--- config.mk ---
export PLATFORM = sky130hd
export DESIGN_NAME = mgt_01_fp_div_unit
export DESIGN_NICKNAME = d
export VERILOG_FILES = /design/src/rtl/mgt_01_fp_div_unit_pkg.sv /design/src/rtl/mgt_01_radix2_divider.sv /design/src/rtl/mgt_01_fp_div_unit.sv
export SDC_FILE = /design/constraint.sdc
export NUM_CORES = 1
export LEC_CHECK = 0
export BUFFER_PORTS_ARGS = -buffer_cell sky130_fd_sc_hd__buf_2
export CAP_MARGIN = 10
export CORE_MARGIN = 5
export CORE_UTILIZATION = 45
export CTS_CLUSTER_SIZE = 30
export DETAILED_ROUTE_END_ITERATION = 16
export GPL_TIMING_DRIVEN = 0
export HOLD_SLACK_MARGIN = 0.06
export PLACE_DENSITY = 0.63
export SETUP_SLACK_MARGIN = 0.4
export SYNTH_ARGS = -nofsm -noshare
export SYNTH_HDL_FRONTEND = slang
export SYNTH_SLANG_ARGS = --single-unit
export TNS_END_PERCENT = 10
--- constraint.sdc ---
create_clock -name clk_i -period 3.1 [get_ports clk_i]
set_input_delay 0.62 -clock clk_i [delete_from_list [all_inputs] [get_ports clk_i]]
set_output_delay 0.62 -clock clk_i [all_outputs]
set_load 0.01 [all_outputs]
--- src/rtl/mgt_01_fp_div_unit_pkg.sv ---
// rtl/mgt_01_fp_div_unit_pkg.sv - shared FP types, constants and divider FSM states
package mgt_01_fp_div_unit_pkg;

  typedef struct packed {
    logic        sign;
    logic [7:0]  exponent;
    logic [22:0] mantissa;
  } float_t;

  typedef struct packed {
    logic        sign;
    logic [7:0]  exponent;
    logic [23:0] significand;
  } effective_float_t;

  typedef enum logic {
    FREE = 1'b0,
    BUSY = 1'b1
  } fu_state_e;

  typedef enum logic [1:0] {
    IDLE      = 2'd0,
    PREPARE   = 2'd1,
    DIVIDE    = 2'd2,
    NORMALIZE = 2'd3
  } fp_div_state_e;

  localparam int              QBITS_DEFAULT = 26;
  localparam logic signed [9:0] BIAS      = 10'sd127;
  localparam float_t          P_INFTY     = 32'h7F80_0000;
  localparam float_t          N_INFTY     = 32'hFF80_0000;
  localparam float_t          ZERO        = 32'h0000_0000;
  localparam float_t          QUIET_NAN   = 32'h7FC0_0000;

  // Hidden bit comes from a nonzero exponent, so denormals carry no integer bit.
  function automatic effective_float_t to_effective(input float_t f);
    effective_float_t e;
    e.sign        = f.sign;
    e.exponent    = f.exponent;
    e.significand = {|f.exponent, f.mantissa};
    return e;
  endfunction

endpackage

--- src/rtl/mgt_01_radix2_divider.sv ---
// rtl/mgt_01_radix2_divider.sv - radix-2 restoring significand divider, one quotient bit per enabled cycle
module mgt_01_radix2_divider
  import mgt_01_fp_div_unit_pkg::*;
#(
  parameter int QBITS = QBITS_DEFAULT
) (
  input  logic             clk_i,
  input  logic             rst_n_i,
  input  logic             en_i,
  input  logic             start_i,
  input  logic [23:0]      dividend_i,
  input  logic [23:0]      divisor_i,
  output logic [QBITS-1:0] quot_o,
  output logic             rem_nz_o,
  output logic             done_o
);

  localparam int CW = $clog2(QBITS);

  logic [24:0]      rem_q, rem_d;
  logic [24:0]      diff;
  logic [23:0]      div_q, div_d;
  logic [QBITS-1:0] quot_q, quot_d;
  logic [CW-1:0]    cnt_q, cnt_d;
  logic             run_q, run_d;
  logic             ge;

  always_ff @(posedge clk_i or negedge rst_n_i) begin
    if (!rst_n_i) begin
      rem_q  <= '0;
      div_q  <= '0;
      quot_q <= '0;
      cnt_q  <= '0;
      run_q  <= 1'b0;
    end else if (en_i) begin
      rem_q  <= rem_d;
      div_q  <= div_d;
      quot_q <= quot_d;
      cnt_q  <= cnt_d;
      run_q  <= run_d;
    end
  end

  always_comb begin
    rem_d  = rem_q;
    div_d  = div_q;
    quot_d = quot_q;
    cnt_d  = cnt_q;
    run_d  = run_q;
    ge     = rem_q >= {1'b0, div_q};
    diff   = rem_q - {1'b0, div_q};
    if (start_i) begin
      rem_d  = {1'b0, dividend_i};
      div_d  = divisor_i;
      quot_d = '0;
      cnt_d  = CW'(QBITS - 1);
      run_d  = 1'b1;
    end else if (run_q) begin
      // Remainder stays below 2*divisor, so 25 bits never overflow after the shift.
      quot_d = {quot_q[QBITS-2:0], ge};
      rem_d  = ge ? (diff << 1) : (rem_q << 1);
      cnt_d  = cnt_q - CW'(1);
      if (cnt_q == '0) begin
        run_d = 1'b0;
      end
    end
  end

  assign quot_o   = quot_q;
  assign rem_nz_o = |rem_q;
  assign done_o   = run_q && (cnt_q == '0);

endmodule

--- src/rtl/mgt_01_fp_div_unit.sv ---
// rtl/mgt_01_fp_div_unit.sv - iterative single-precision FP divider; FP_DIV_ROUND_EN selects round-to-nearest-even
module mgt_01_fp_div_unit
  import mgt_01_fp_div_unit_pkg::*;
#(
  parameter int QBITS = QBITS_DEFAULT
) (
  input  logic        clk_i,
  input  logic        rst_n_i,
  input  logic        clk_en_i,
  input  logic        valid_i,
  input  logic [31:0] dividend_i,
  input  logic [31:0] divisor_i,
  output logic [31:0] result_o,
  output logic        valid_o,
  output fu_state_e   fu_state_o,
  output logic        overflow_o,
  output logic        underflow_o,
  output logic        invalid_op_o,
  output logic        div_by_zero_o
);

  fp_div_state_e     state_q, state_d;
  effective_float_t  opa_q, opa_d, opb_q, opb_d;
  logic              sign_q, sign_d;
  logic signed [9:0] exp_q, exp_d;
  logic              sp_q, sp_d;
  float_t            sp_res_q, sp_res_d;
  logic              sp_inv_q, sp_inv_d, sp_dbz_q, sp_dbz_d;
  float_t            result_q, result_d;
  logic              valid_q, valid_d;
  logic              ovf_q, ovf_d, udf_q, udf_d, inv_q, inv_d, dbz_q, dbz_d;

  logic              a_zero, a_inf, a_nan, b_zero, b_inf, b_nan;
  logic              special;
  logic              div_start, div_done, rem_nz;
  logic [QBITS-1:0]  quot;
  logic [QBITS-1:0]  qn;
  logic signed [9:0] en;
  logic [22:0]       mant;

  mgt_01_radix2_divider #(.QBITS(QBITS)) u_div (
    .clk_i      (clk_i),
    .rst_n_i    (rst_n_i),
    .en_i       (clk_en_i),
    .start_i    (div_start),
    .dividend_i (opa_q.significand),
    .divisor_i  (opb_q.significand),
    .quot_o     (quot),
    .rem_nz_o   (rem_nz),
    .done_o     (div_done)
  );

  always_ff @(posedge clk_i or negedge rst_n_i) begin
    if (!rst_n_i) begin
      state_q  <= IDLE;
      opa_q    <= '0;
      opb_q    <= '0;
      sign_q   <= 1'b0;
      exp_q    <= '0;
      sp_q     <= 1'b0;
      sp_res_q <= ZERO;
      sp_inv_q <= 1'b0;
      sp_dbz_q <= 1'b0;
      result_q <= ZERO;
      valid_q  <= 1'b0;
      ovf_q    <= 1'b0;
      udf_q    <= 1'b0;
      inv_q    <= 1'b0;
      dbz_q    <= 1'b0;
    end else if (clk_en_i) begin
      state_q  <= state_d;
      opa_q    <= opa_d;
      opb_q    <= opb_d;
      sign_q   <= sign_d;
      exp_q    <= exp_d;
      sp_q     <= sp_d;
      sp_res_q <= sp_res_d;
      sp_inv_q <= sp_inv_d;
      sp_dbz_q <= sp_dbz_d;
      result_q <= result_d;
      valid_q  <= valid_d;
      ovf_q    <= ovf_d;
      udf_q    <= udf_d;
      inv_q    <= inv_d;
      dbz_q    <= dbz_d;
    end
  end

  always_comb begin
    a_zero  = opa_q.exponent == 8'h00;
    b_zero  = opb_q.exponent == 8'h00;
    a_inf   = (opa_q.exponent == 8'hFF) && (opa_q.significand[22:0] == '0);
    b_inf   = (opb_q.exponent == 8'hFF) && (opb_q.significand[22:0] == '0);
    a_nan   = (opa_q.exponent == 8'hFF) && (opa_q.significand[22:0] != '0);
    b_nan   = (opb_q.exponent == 8'hFF) && (opb_q.significand[22:0] != '0);
    special = a_zero || b_zero || a_inf || b_inf || a_nan || b_nan;
  end

  always_comb begin
    state_d = state_q;
    case (state_q)
      IDLE:      if (valid_i) state_d = PREPARE;
      PREPARE:   state_d = special ? NORMALIZE : DIVIDE;
      DIVIDE:    if (div_done) state_d = NORMALIZE;
      NORMALIZE: state_d = IDLE;
      default:   state_d = IDLE;
    endcase
  end

  always_comb begin
    opa_d     = opa_q;
    opb_d     = opb_q;
    sign_d    = sign_q;
    exp_d     = exp_q;
    sp_d      = sp_q;
    sp_res_d  = sp_res_q;
    sp_inv_d  = sp_inv_q;
    sp_dbz_d  = sp_dbz_q;
    result_d  = result_q;
    valid_d   = 1'b0;
    ovf_d     = ovf_q;
    udf_d     = udf_q;
    inv_d     = inv_q;
    dbz_d     = dbz_q;
    div_start = 1'b0;
    qn        = quot;
    en        = exp_q;
    mant      = '0;

    case (state_q)
      IDLE: begin
        if (valid_i) begin
          opa_d = to_effective(float_t'(dividend_i));
          opb_d = to_effective(float_t'(divisor_i));
        end
      end
      PREPARE: begin
        sign_d    = opa_q.sign ^ opb_q.sign;
        exp_d     = $signed({2'b00, opa_q.exponent}) - $signed({2'b00, opb_q.exponent}) + BIAS;
        sp_d      = special;
        sp_inv_d  = 1'b0;
        sp_dbz_d  = 1'b0;
        div_start = !special;
        if (a_nan || b_nan || (a_zero && b_zero) || (a_inf && b_inf)) begin
          sp_res_d = QUIET_NAN;
          sp_inv_d = 1'b1;
        end else if (b_zero && !a_inf) begin
          sp_res_d = (opa_q.sign ^ opb_q.sign) ? N_INFTY : P_INFTY;
          sp_dbz_d = 1'b1;
        end else if (a_inf) begin
          sp_res_d = (opa_q.sign ^ opb_q.sign) ? N_INFTY : P_INFTY;
        end else begin
          sp_res_d = {opa_q.sign ^ opb_q.sign, 31'h0};
        end
      end
      NORMALIZE: begin
        valid_d = 1'b1;
        ovf_d   = 1'b0;
        udf_d   = 1'b0;
        inv_d   = sp_inv_q;
        dbz_d   = sp_dbz_q;
        if (!qn[QBITS-1]) begin
          qn = qn << 1;
          en = en - 10'sd1;
        end
        mant = qn[QBITS-2 -: 23];
`ifdef FP_DIV_ROUND_EN
        // Guard is the first discarded bit; everything below it folds into sticky.
        if (qn[QBITS-25] && ((|qn[QBITS-26:0]) || rem_nz || mant[0])) begin
          if (&mant) en = en + 10'sd1;
          mant = mant + 23'd1;
        end
`endif
        if (sp_q) begin
          result_d = sp_res_q;
        end else if (en >= 10'sd255) begin
          result_d = sign_q ? N_INFTY : P_INFTY;
          ovf_d    = 1'b1;
        end else if (en <= 10'sd0) begin
          result_d = {sign_q, 31'h0};
          udf_d    = 1'b1;
        end else begin
          result_d = {sign_q, en[7:0], mant};
        end
      end
      default: ;
    endcase
  end

`ifndef FP_DIV_ROUND_EN
  logic unused_round;
  assign unused_round = ^{qn[QBITS-25:0], rem_nz};
`endif

  assign result_o      = result_q;
  assign valid_o       = valid_q;
  assign fu_state_o    = (state_q == IDLE) ? FREE : BUSY;
  assign overflow_o    = ovf_q;
  assign underflow_o   = udf_q;
  assign invalid_op_o  = inv_q;
  assign div_by_zero_o = dbz_q;

endmodule

; After elaboration in Yosys (flattened, before gate mapping)
; Index checks and enable logic that the tools add are counted.
[word_totals]
in_bits = 68
register_bits = 232
word_cells = 115
output_inout_bits = 38
[op_classes]
bitwise = 1
muxes = 36
eq_ne = 7
addsub = 5
n_reduce_logical = 35
n_lt_le_gt_ge = 3
[op_table]
columns = cell, n
row1 = $mux 32, 7
row2 = $mux 25, 4
row3 = $mux 26, 2
row4 = $logic_not 23->1, 2
row5 = $reduce_bool 23->1, 2
row6 = $mux 31, 1
row7 = $ge 25x24->1, 1
row8 = $sub 24x24->24, 1
row9 = $mux 10, 2
row10 = $eq 8x8->1 const B, 2
row11 = $logic_not 8->1, 2
row12 = $reduce_or 8->1, 2
row13 = $mux 1, 15
row14 = $add 9x8->10 const B, 1
row15 = $ge 10x9->1 const B, 1
row16 = $le 10x1->1 const B, 1
row17 = $mux 5, 2
row18 = $sub 10x2->10 const B, 1
row19 = $sub 8x8->9, 1
row20 = $logic_and 1x1->1, 8
row21 = $logic_or 1x1->1, 8
row22 = $pmux 2 s4, 1
row23 = $reduce_and 2->1, 4
row24 = $reduce_and 3->1, 2
row25 = 10 further kinds, 14

; Logic depth before layout (Yosys ltp)
[logic_depth]
depth_word = 10
mapped_depth = 13
ltp_nobuf = 12

; By module
; From an unflattened synthesis, not the netlist that was laid out.
[hier_totals]
cells_unflattened = 998
hier_area_um2 = 10797.9
[by_module_without_submodules]
columns = module, seq_area_each_um2, area_each_um2, cells_each, instances
row1 = mgt_01_fp_div_unit, 3027.9, 6117.1, 532, 1
row2 = mgt_01_radix2_divider, 2026.9, 4680.7, 466, 1

; Least setup slack after synthesis
; Ideal clock, no wire load.
[synth_timing]
path_type = register to register
start = register opa_q[24] (netlist bit)
end = register exp_q[7]
period_less_slack_ns = 2.512
setup_ns = 0.130
arrival_ns = 2.382
path_stages_with_launch = 13
path_buffers = 0
slack_ns = 0.588
required_ns = 2.970
cell_sequence = dfrtp_1 -> inv_1 -> ha_1 -> inv_1 -> fa_1 -> a21o_1 -> a21oi_1 -> o21bai_1 -> a21oi_1 -> xnor2_1 -> nor4_1 -> xnor2_1 -> o21ai_1
[synth_via]
elab_chain_len = 2
[synth_lines]
columns = item, line
row1 = start: declaration, mgt_01_fp_div_unit.sv:23  ; effective_float_t opa_q, opa_d, opb_q, opb_d;
row2 = start signal: assignment, mgt_01_fp_div_unit.sv:72  ; opa_q <= opa_d;
row3 = $sub 8x8->9, mgt_01_fp_div_unit.sv:139  ; exp_d = $signed({2'b00, opa_q.exponent}) - $signed({2'b00, opb_q.exponent}) + BIAS;
row4 = $add 9x8->10, mgt_01_fp_div_unit.sv:139
row5 = end signal: assignment, mgt_01_fp_div_unit.sv:75  ; exp_q <= exp_d;
row6 = end: declaration, mgt_01_fp_div_unit.sv:25  ; logic signed [9:0] exp_q, exp_d;
; Every way passes these cells.
; A chain may end at the register's enable or synchronous reset.

; Worst setup path after layout
[layout_timing]
start = register opa_q[25] (netlist bit)
end = register u_div.rem_q[14]
[layout_via]
elab_chain_len = 10
word_cells_on_any_way = 14
cone_classes = 1 x eq/ne / 2 x mux / 11 x reduce/logical
[layout_lines]
columns = item, line
row1 = $eq 8x8->1 / $logic_not 8->1 (equally long branches), "mgt_01_fp_div_unit.sv:92, mgt_01_fp_div_unit.sv:94, mgt_01_fp_div_unit.sv:90"
row2 = $logic_and 1x1->1 / $logic_or 1x1->1 (equally long branches), "mgt_01_fp_div_unit.sv:92, mgt_01_fp_div_unit.sv:96"
row3 = $logic_or 1x1->1 (2 in series), mgt_01_fp_div_unit.sv:96  ; special = a_zero || b_zero || a_inf || b_inf || a_nan || b_nan;
row4 = $logic_or 1x1->1 (*) (2 in series), mgt_01_fp_div_unit.sv:96
row5 = $logic_not 1->1 (*), mgt_01_fp_div_unit.sv:143  ; div_start = !special;
row6 = $mux 1 (*), mgt_01_fp_div_unit.sv:130  ; case (state_q)
row7 = $reduce_bool 2->1 (no line), --
row8 = $reduce_and 2->1 (no line), --
row9 = end signal: assignment, mgt_01_radix2_divider.sv:36  ; rem_q <= rem_d;
row10 = end: declaration, mgt_01_radix2_divider.sv:20  ; logic [24:0] rem_q, rem_d;
; Every way passes the cells marked *; elsewhere a longest branch is shown, timed or not.

==> impl_metrics.yaml <==
critical_path:
  startpoint_type: "register"
  timing.rr.end: "u_div.rem_q[14]"
  reg2reg_depth: 6
  reg2reg_slack_ns: 0.35
  arrival_ns: 3.10
  worstSetupPathType: "reg2reg"
  endpoint_kind: "register"
  worstReg2RegStart: "opa_q[25]"
  path_max_fanout: 10
  cp.required_ns: 3.45
synthesis:
  seq_area_frac_synth: 0.475
  yosysTopAreaCell: "dfrtp_1"
  syn_area_um2: 10600
  ys_async_sr_fraction: 1.00
  ys_ff_latch: 202
  syn_nets: 1125
  synth_warnings: 0
  synth_cells: 1015
  syn_avg_cell_area_um2: 10.5
  synth_top_area_frac: 0.475
  yosysMostFrequentCell: "dfrtp_1"
  ys.flop_type: "dfrtp_1"
  synth-edff-count: 0
  ys_top_cells_by_count: "202 x dfrtp_1, 100 x nand2_1, 90 x mux2_2"
  synth_area_leaders: "dfrtp_1 47%, mux2_2 9.5%, ha_1 4.7%"
  synth.distinct_cells: 72
finish:
  drive_above_1_share: 0.256
  area_growth_pct: 17.9
  multi_input_area_um2: 5240
  design_area_um2: 12600
  regArea_um2: 5060
  num-fill-cells: 2155
  diodes: 0
  layout.nets: 1266
clock_tree:
  cts_htree_levels: 1
  cts_buffers: 23
  clk-insertion-delay-late_ns: 0.50
  clk_path_buf_depth: 3
  cts_tree: "built"
  cts_root_buf: "clkbuf_16"
  clock-sinks: 202
  clk_pin_slew_worst_paths_ns: 0.06
worst_hold_path:
  holdCritPathClass: "in2async"
sta:
  final-setup-viol-count: 0
  drv_slew: 0
  finalClockSkew_ns: 0.00937
  hold_viol_final: 0
  period_share: 0.886
  worst_pin_slew_ns: 0.829
  clock.fmax_mhz: 364
  rsz0062_at_grt: "yes"
  timing.hold.ws_ns: 0.134
  relSlewSlack: 0.442
  period_needed_ns: 2.75
drt:
  drc: 0
  via_per_inst: 5.47
  first_iter_violations: 446
  wire_per_inst_um: 17.5
  routed_wirelength_mm: 26.1
  postRouteAntennaNets: 0
  vias: 8162
  drtPass1Iterations: 5
pwr:
  p_leak_uw: 0.00571
  switching_power_uw: 6380
  p_per_area_nw_per_um2: 1230
  power.share.clock: 0.181
  seqPwrFrac: 0.298
  internal_power_uw: 9050
  power.share.combinational: 0.521
  switching_share: 0.413
  peakVddDrop_uv: 656
floorplanning:
  die_y_um: 164
  fp-row-count: 56
  io_pins: 106
  dieArea_um2: 26800
  coreArea_um2: 23400
  start_util: 0.455
  fp.dieW_um: 164
placement:
  routabilityCongestion: 0.938
  place_area_um2: 11600
  portBuffers: 105
  hpwl_mm: 19.2
job:
  maxCapViolations: 0
grt:
  grt_pass1_vias: 8004
  grt_pass1_wl_mm: 42.0
  antenna_found_initial: 0
  grt_use_total: 0.193
  grt_max_degree: 104
  grt.overflow.total: 0
run_status:
  status: "complete, no violations"
-- cells in the final DEF (no fill, tap or decap), types with 25 or more instances in the layout --
| cell | n |
|---|---|
| inv_1 | 52 |
| mux2_2 | 90 |
| o21ai_0 | 45 |
| mux2i_1 | 28 |
| o21ai_1 | 35 |
| ha_1 | 38 |
| clkbuf_1 | 25 |
| nor2_1 | 49 |
| a21oi_1 | 41 |
| nor3_1 | 31 |
| nand2_1 | 100 |
| dfrtp_1 | 200 |
| buf_2 | 114 |
| a22o_1 | 26 |
-- sequential cells by signal (all words and copies together), names as in the netlist, 2 cells and up --
register      flops
opb_q            33
u_div.div_q      24
exp_q            10
state_q           2
u_div.quot_o     26
u_div.cnt_q       5
u_div.rem_q      25
sp_res_q          2
result_o         32
opa_q            33
-- worst max path at each step --
stage,from,to,slack (ns),depth (start not counted)
floorplan,opa_q[24],exp_q[7],0.59,12
global placement,rst_n_i,opa_q[15],-2.00,1
detailed placement,clk_en_i,opa_q[15],-0.005,6
CTS,opa_q[24],exp_q[7],0.29,12
global route,u_div.div_q[6],u_div.rem_q[24],0.22,9
finish,opa_q[25],u_div.rem_q[14],0.35,6
-- cell families after synthesis --
logic type,synth area share
adders and majority gates,0.0508
and+or+nand+nor,0.128
DFF,0.475
xor gates and xnor gates,0.0328
buffers and inverters,0.0405
muxes,0.123
AOI/OAI and AO/OA,0.150
-- through the flow --
stage | cells | util | setup slack (ns) | total power, uW | setup TNS [ns]
after floorplan | 1015 | - | 0.588 | 10300 | 0
after global placement | 1439 | 0.494 | -2.00 | 12100 | -400.45
after detailed placement | 1440 | 0.496 | -0.00504 | 12300 | -0.00876
after CTS | 1489 | 0.534 | 0.290 | 15400 | 0
after global routing | 1491 | 0.537 | 0.222 | 16600 | 0
final | 1491 | 0.537 | 0.355 | 15400 | 0
-- area by class of cell --
class	count	share of cell area
buffer	48	0.0200
inverter	52	0.0155
clock buffer	31	0.0506
clock inverter	10	0.0114
multi-input combinational	713	0.417
sequential	202	0.403
tap	319	0.0318
timing repair buffer	116	0.0508
-- worst max-delay path, stage by stage (launching register included) --
cell      delay, ns
dfrtp_1        0.45
or4_1          0.54
nor2_1         0.28
nor4b_4        0.13
a21oi_2        0.51
clkbuf_1       0.51
a22oi_1        0.17
-- per-layer routing --
layer,up-vias,part of all wire,wire length [um],GRT usage
met1,3978,0.45,11700,0.260
met3,32,0.044,1150,0.0269
met4,0,0.028,723,0.0568
met2,192,0.48,12500,0.325
li1,3960,-,-,-
met5,-,0,0,0
-- what timing repair did --
item | 4_1_cts | 5_1_grt
buffers inserted | 8 | 2
hold buffers | 0 | 0
endpoints found under the setup margin | 37 | 118
resized for setup | 5 | 18
hold endpoints to repair | 0 | 0
pin swaps | 2 | 2
-- power by group through the flow --
| stage | Clock, uW | Combinational [uW] | Sequential [uW] |
|---|---|---|---|
| floorplan | 0 | 5960 | 4360 |
| CTS | 2860 | 7900 | 4600 |
| finish | 2790 | 8040 | 4610 |
| global route | 2970 | 8890 | 4750 |
| detailed placement | 0 | 7620 | 4640 |
| global placement | 0 | 7500 | 4600 |
(Power assumes the default switching activity.)
